<file path="src/rtl/serial_in.sv">
// -----------------------------------------------------------------------------
// serial_in
//
// Serial deserializer/loader for the feature-data path. A bit stream arrives on
// `ser`, one bit per rising CLK edge, LSB first. Every 16 bits form a word that
// is written into a data-point x feature memory. Within a data point, features
// arrive from index `feat` down to 0. Data points arrive in ascending order
// 0 .. num_dp-1. `done` rises once the last word is stored and then stays high.
//
// Ports:
//   CLK       in   system clock, rising-edge active
//   RST       in   asynchronous active-low reset
//   ser       in   serial data bit
//   num_dp    in   number of data points to receive (0..7)
//   feat      in   index of the last feature (features per point = feat+1)
//   done      out  dataset complete; sticky until reset
//   word_stb  out  one-cycle pulse following each word write
//   rd_dp     in   read address, data-point index
//   rd_feat   in   read address, feature index
//   rd_data   out  combinational read of mem[rd_dp][rd_feat] (0 when out of range)
// -----------------------------------------------------------------------------
module serial_in #(
    parameter int DATA_WIDTH = 16,
    parameter int MAX_DP     = 7,
    parameter int MAX_FEAT   = 32
) (
    input  logic                  CLK,
    input  logic                  RST,
    input  logic                  ser,
    input  logic [2:0]            num_dp,
    input  logic [4:0]            feat,
    output logic                  done,
    output logic                  word_stb,
    input  logic [2:0]            rd_dp,
    input  logic [4:0]            rd_feat,
    output logic [DATA_WIDTH-1:0] rd_data
);

    localparam int BW = $clog2(DATA_WIDTH);

    // Control and datapath state
    logic                  started_q,  started_d;
    logic [2:0]            num_dp_q,   num_dp_d;
    logic [4:0]            feat_q,     feat_d;
    logic [BW-1:0]         bit_cnt_q,  bit_cnt_d;
    logic [4:0]            feat_cnt_q, feat_cnt_d;
    logic [2:0]            dp_cnt_q,   dp_cnt_d;
    logic [DATA_WIDTH-1:0] sr_q,       sr_d;
    logic                  done_q,     done_d;
    logic                  stb_q,      stb_d;

    // Effective configuration/counter values. Configuration is captured on the
    // first edge after reset release, and that same edge already samples bit 0,
    // so until capture the live inputs stand in for the registered copies.
    logic [2:0]            num_eff;
    logic [4:0]            feat_eff;
    logic [4:0]            fcnt_eff;
    logic                  active;
    logic                  last_bit;
    logic                  wr_en;
    logic                  last_word;
    logic [DATA_WIDTH-1:0] wr_word;

    // Storage: not reset; unwritten locations read as don't-care.
    logic [DATA_WIDTH-1:0] mem [MAX_DP][MAX_FEAT];

    always_comb begin
        num_eff   = started_q ? num_dp_q   : num_dp;
        feat_eff  = started_q ? feat_q     : feat;
        fcnt_eff  = started_q ? feat_cnt_q : feat;

        // Nothing is received once done, or when no data points are requested.
        active    = !done_q && (num_eff != 3'd0);
        last_bit  = (bit_cnt_q == BW'(DATA_WIDTH - 1));
        wr_en     = active && last_bit;
        wr_word   = {ser, sr_q[DATA_WIDTH-1:1]};
        last_word = wr_en && (fcnt_eff == 5'd0) && (dp_cnt_q == num_eff - 3'd1);
    end

    always_comb begin
        started_d  = 1'b1;
        num_dp_d   = started_q ? num_dp_q : num_dp;
        feat_d     = started_q ? feat_q   : feat;
        bit_cnt_d  = bit_cnt_q;
        feat_cnt_d = fcnt_eff;
        dp_cnt_d   = dp_cnt_q;
        sr_d       = sr_q;
        stb_d      = wr_en;
        done_d     = done_q || last_word || (num_eff == 3'd0);

        if (active) begin
            sr_d      = wr_word;
            bit_cnt_d = last_bit ? '0 : bit_cnt_q + BW'(1);
            if (wr_en) begin
                if (fcnt_eff == 5'd0) begin
                    // Feature 0 closes a data point: reload and advance.
                    feat_cnt_d = feat_eff;
                    dp_cnt_d   = dp_cnt_q + 3'd1;
                end else begin
                    feat_cnt_d = fcnt_eff - 5'd1;
                end
            end
        end
    end

    always_ff @(posedge CLK or negedge RST) begin
        if (!RST) begin
            started_q  <= 1'b0;
            num_dp_q   <= '0;
            feat_q     <= '0;
            bit_cnt_q  <= '0;
            feat_cnt_q <= '0;
            dp_cnt_q   <= '0;
            sr_q       <= '0;
            done_q     <= 1'b0;
            stb_q      <= 1'b0;
        end else begin
            started_q  <= started_d;
            num_dp_q   <= num_dp_d;
            feat_q     <= feat_d;
            bit_cnt_q  <= bit_cnt_d;
            feat_cnt_q <= feat_cnt_d;
            dp_cnt_q   <= dp_cnt_d;
            sr_q       <= sr_d;
            done_q     <= done_d;
            stb_q      <= stb_d;
        end
    end

    always_ff @(posedge CLK) begin
        if (wr_en) begin
            mem[dp_cnt_q][fcnt_eff] <= wr_word;
        end
    end

    // Read port: a same-cycle write to the addressed location shows up only
    // after the edge, so this naturally returns the old value.
    always_comb begin
        rd_data = '0;
        if ((int'(rd_dp) < MAX_DP) && (int'(rd_feat) < MAX_FEAT)) begin
            rd_data = mem[rd_dp][rd_feat];
        end
    end

    assign done     = done_q;
    assign word_stb = stb_q;

endmodule

</file>
<file path="config.mk">
export PLATFORM = sky130hd
export DESIGN_NAME = serial_in
export DESIGN_NICKNAME = d
export VERILOG_FILES = /design/src/rtl/serial_in.sv
export SDC_FILE = /design/constraint.sdc
export NUM_CORES = 2
export LEC_CHECK = 0
export BUFFER_PORTS_ARGS = -buffer_cell sky130_fd_sc_hd__buf_4
export CAP_MARGIN = 0
export CELL_PAD_IN_SITES_DETAIL_PLACEMENT = 0
export CELL_PAD_IN_SITES_GLOBAL_PLACEMENT = 1
export CORE_MARGIN = 1
export CORE_UTILIZATION = 55
export DETAILED_ROUTE_END_ITERATION = 10
export GPL_ROUTABILITY_DRIVEN = 0
export HOLD_SLACK_MARGIN = 0.03
export PLACE_DENSITY = 0.85
export SYNTH_ARGS = -nofsm -noshare
export SYNTH_HDL_FRONTEND = slang
export SYNTH_SLANG_ARGS = --single-unit
</file>
<file path="constraint.sdc">
create_clock -name CLK -period 4.45 [get_ports CLK]
set_input_delay 0.445 -clock CLK [delete_from_list [all_inputs] [get_ports CLK]]
set_output_delay 0.445 -clock CLK [all_outputs]
set_load 0.03 [all_outputs]
</file>
==> reports/metrics.yaml <==
max_slew.worst_pin.slew_ps: 1217
tritoncts_clock_tree: "done"
share_of_the_synthesized_area_in_the_top_cell_type_pct: 75.62
finalHoldViolCount: 0
violations: "setup timing"
initialDrtViolationCount: 11020
logic_pwr_share_pct: 8.0
synthesis.instances: 7690
netlist_area_before_placement_mm2: 0.1423
max_clock_freq_mhz: 222.4
std_cell_rows: 186
grt_max_degree: 183
design.portCount: 37
worst_slew_margin_rel_pct: 18.64
synth_cell_types: 70
cts_inserted_buffers: 365
groute.usage.overall_pct: 27.86
clock_power_share_pct: 38.5
clk_pin_slew_worst_paths_ps: 60
share_of_synthesized_area_occupied_by_flip_flops_and_latches_pct: 76.29
min_period_ps: 4497
postRouteAntennaNets: 0
worst_ep_required_time_ps: 4010
synthesis.area_per_instance_um2: 18.51
finalCritPeriodShare_pct: 101.1
critical_path_peak_fanout: 34
setup_total_negative_slack_ps: -46.81
antenna_found_initial: 19
critical_path_arrival_ps: 4050
cts_max_path_buffers: 4
gr-max-usage-layer: "met2"
core_region_area_mm2: 0.2572
layout-drive-gt1-share_pct: 19.40
dp.final_hpwl_mm: 217.9
drt_drc_violations_left: 0
use_met2_pct: 43.77
route.detailed.wl_per_inst_um: 30.78
routed-via-count: 76350
switching_share_of_total_power_pct: 23.38
postLayoutCellArea_mm2: 0.1610
grt_util_met3_pct: 6.078
postCtsSetupBuffers: 0
drt-total-wl_mm: 364.9
postSynthRegisterBits: 3622
cell_internal_pwr_mw: 59.15
die_y_um: 510.7
ys.warnings.count: 0
clock-sinks: 3622
first_global_vias: 75360
report.final.slew_viol_count: 0
cts.root.buffer_cell: "clkbuf_16"
finish_stage_setup_viols: 1
ff_latch_area_mm2: 0.1086
global_route.overflow_total: 0
cell_area_after_placement_mm2: 0.1493
synth_top_cells_by_count: "3584 x edfxtp_1, 809 x mux2i_1, 550 x nand2_1"
synth_nets: 7718
timing.critical_path.from_type: "input port"
num-nets-final: 8221
port_buffers: 36
synth_top_cells_by_area: "edfxtp_1 76%, mux4_2 7.1%, mux2i_1 5.7%, o21ai_0 1.7%, nand2_1 1.5%"
cts.htree.levels: 5
drt-pass1-iter-count: 6
worstHoldPathType: "input port to asynchronous set/reset pin"
floorplan.die.width_um: 510.7
power_switching_mw: 18.05
floorplan.initialDensity_pct: 55.34
synth.largest_area_cell: "edfxtp_1"
synth_enable_flop_cells: 3584
power.density_cell_area_mw_per_mm2: 479.6
layout-area-overhead-vs-synth_pct: 13.09
grt_pass1_wl_mm: 526.2
grt_setup_unrepaired: "false"
async_set_or_reset_flop_fraction_in_the_synthesized_netlist_pct: 1.049
worst_ir_drop_vdd_uv: 655.8
setup.worst_path.end_class: "output pin"
timing.clock.skew_ps: 130.7
max_cap_viol_count: 0
multi_input_area_mm2: 0.03086
design.die.area_mm2: 0.2608
outcome: "finished with violations"
worstSetupPathType: "input port to output pin"
fill_cells: 16900
yosys_most_used_dff: "edfxtp_1"
vias_per_cell: 6.441
p_leak_nw: 54.07
final_worst_path_setup_slack_ps: -46.81
seq_power_share_pct: 53.5
post-synth-top-count-cell: "edfxtp_1"
grt_util_met1_pct: 37.63
clock_insertion_delay_worst_skew_ps: 990
## through the flow
step	util, %	power (mW)	setup slack (ps)	hold slack (ps)	std cells
floorplan	-	45.17	681.2	149.4	7690
detailed placement	58.07	48.01	-292.6	461.4	11200
finish	62.59	77.20	-46.81	47.48	11850
CTS	62.57	77.31	10.19	46.44	11850
global route	62.59	78.97	28.90	78.27	11850
global placement	58.06	47.70	-282.8	445.9	11200
## cells in the final DEF (no fill, tap or decap), types with 16 or more instances in the layout
master and count:
dfrtp_1 23, clkinv_2 64, o21a_1 22, bufinv_16 37, nor2_1 350, mux2_2 37, a22oi_1 46, a211oi_1 82
o211ai_1 136, clkbuf_16 367, clkinvlp_4 16, edfxtp_1 3584, nand2_1 549, nor3_1 30, o221ai_1 55, nand3_1 18
buf_12 84, clkbuf_1 63, o21ai_0 483, o22ai_1 109, nor2b_1 25, buf_4 514, clkinv_1 74, a21oi_1 173
mux2i_1 809, mux4_2 446
## kinds of logic after synthesis
| family | synth area share [%] |
|---|---|
| AO/OA/AOI/OAI | 5.169 |
| other | 0.002635 |
| XOR/XNOR | 0.04308 |
| adder cells (fa/ha/maj) | 0.07912 |
| buffers and inverters | 2.105 |
| multiplexers | 13.21 |
| AND/OR/NAND/NOR | 3.107 |
| flip-flops | 76.29 |
## critical path, stage by stage
cell and delay, ps:
buf_16 280, buf_12 320, buf_4 430, mux2i_1 150, o22ai_1 300, nor2_1 80, a21oi_1 480, and4_1 480
o21ai_1 340, buf_4 270, o311ai_1 110, buf_4 230
## state kept, by name, indices dropped and copies added, names as in the netlist
register and flops:
bit_cnt_q 4, done 1, dp_cnt_q 3, feat_cnt_q 5
feat_q 5, mem 3584, num_dp_q 3, sr_q 15
started_q 1, word_stb 1
## worst paths after layout
| path | slack (ps) | cells after the start | startpoint | end |
|---|---|---|---|---|
| worst min-delay path | 50 | 2 | RST | feat_q[1] |
| worst max-delay path | -50 | 12 | rd_dp[0] | rd_data[1] |
| worst min register to register | 480 | 2 | feat_q[2] | feat_q[2] |
| min in group CLK | 190 | 1 | ser | mem[6][319] |
| max in group asynchronous | 3890 | 2 | RST | sr_q[13] |
| worst max register to register | 210 | 10 | started_q | mem[6][75] |
## power groups by stage
stage	sequential, mW	clock [mW]	combinational (mW)
6_report	41.3	29.8	6.17
5_1_grt	41.3	31.3	6.42
4_1_cts	41.2	30.0	6.08
3_5_place_dp	42.0	0	6.05
3_3_place_gp	41.9	0	5.81
2_1_floorplan	43.2	0	2.01
## per-layer routing
metal | up-vias | part of all wire [%]
met5 | - | 0.018
met4 | 10 | 5.0
met3 | 806 | 11
met2 | 4627 | 47
met1 | 39000 | 37
li1 | 31910 | -
## cell type report
type                       instances  area share (%)
sequential                      3622           67.49
multi-input combinational       3585           19.17
clock buffer                     431           5.861
timing repair buffer             613           3.557
tap                             3384           2.631
clock inverter                   209           1.267
inverter                           6         0.01399
antenna                            4        0.006219
## timing repair
action	CTS	global route
setup endpoints to repair	6	5
gates cloned	0	0
hold endpoints to repair	48	0
hold buffers	9	0
gates resized for setup	9	8
pin swaps	0	1
No activity file was read; power rests on OpenSTA's default activity.
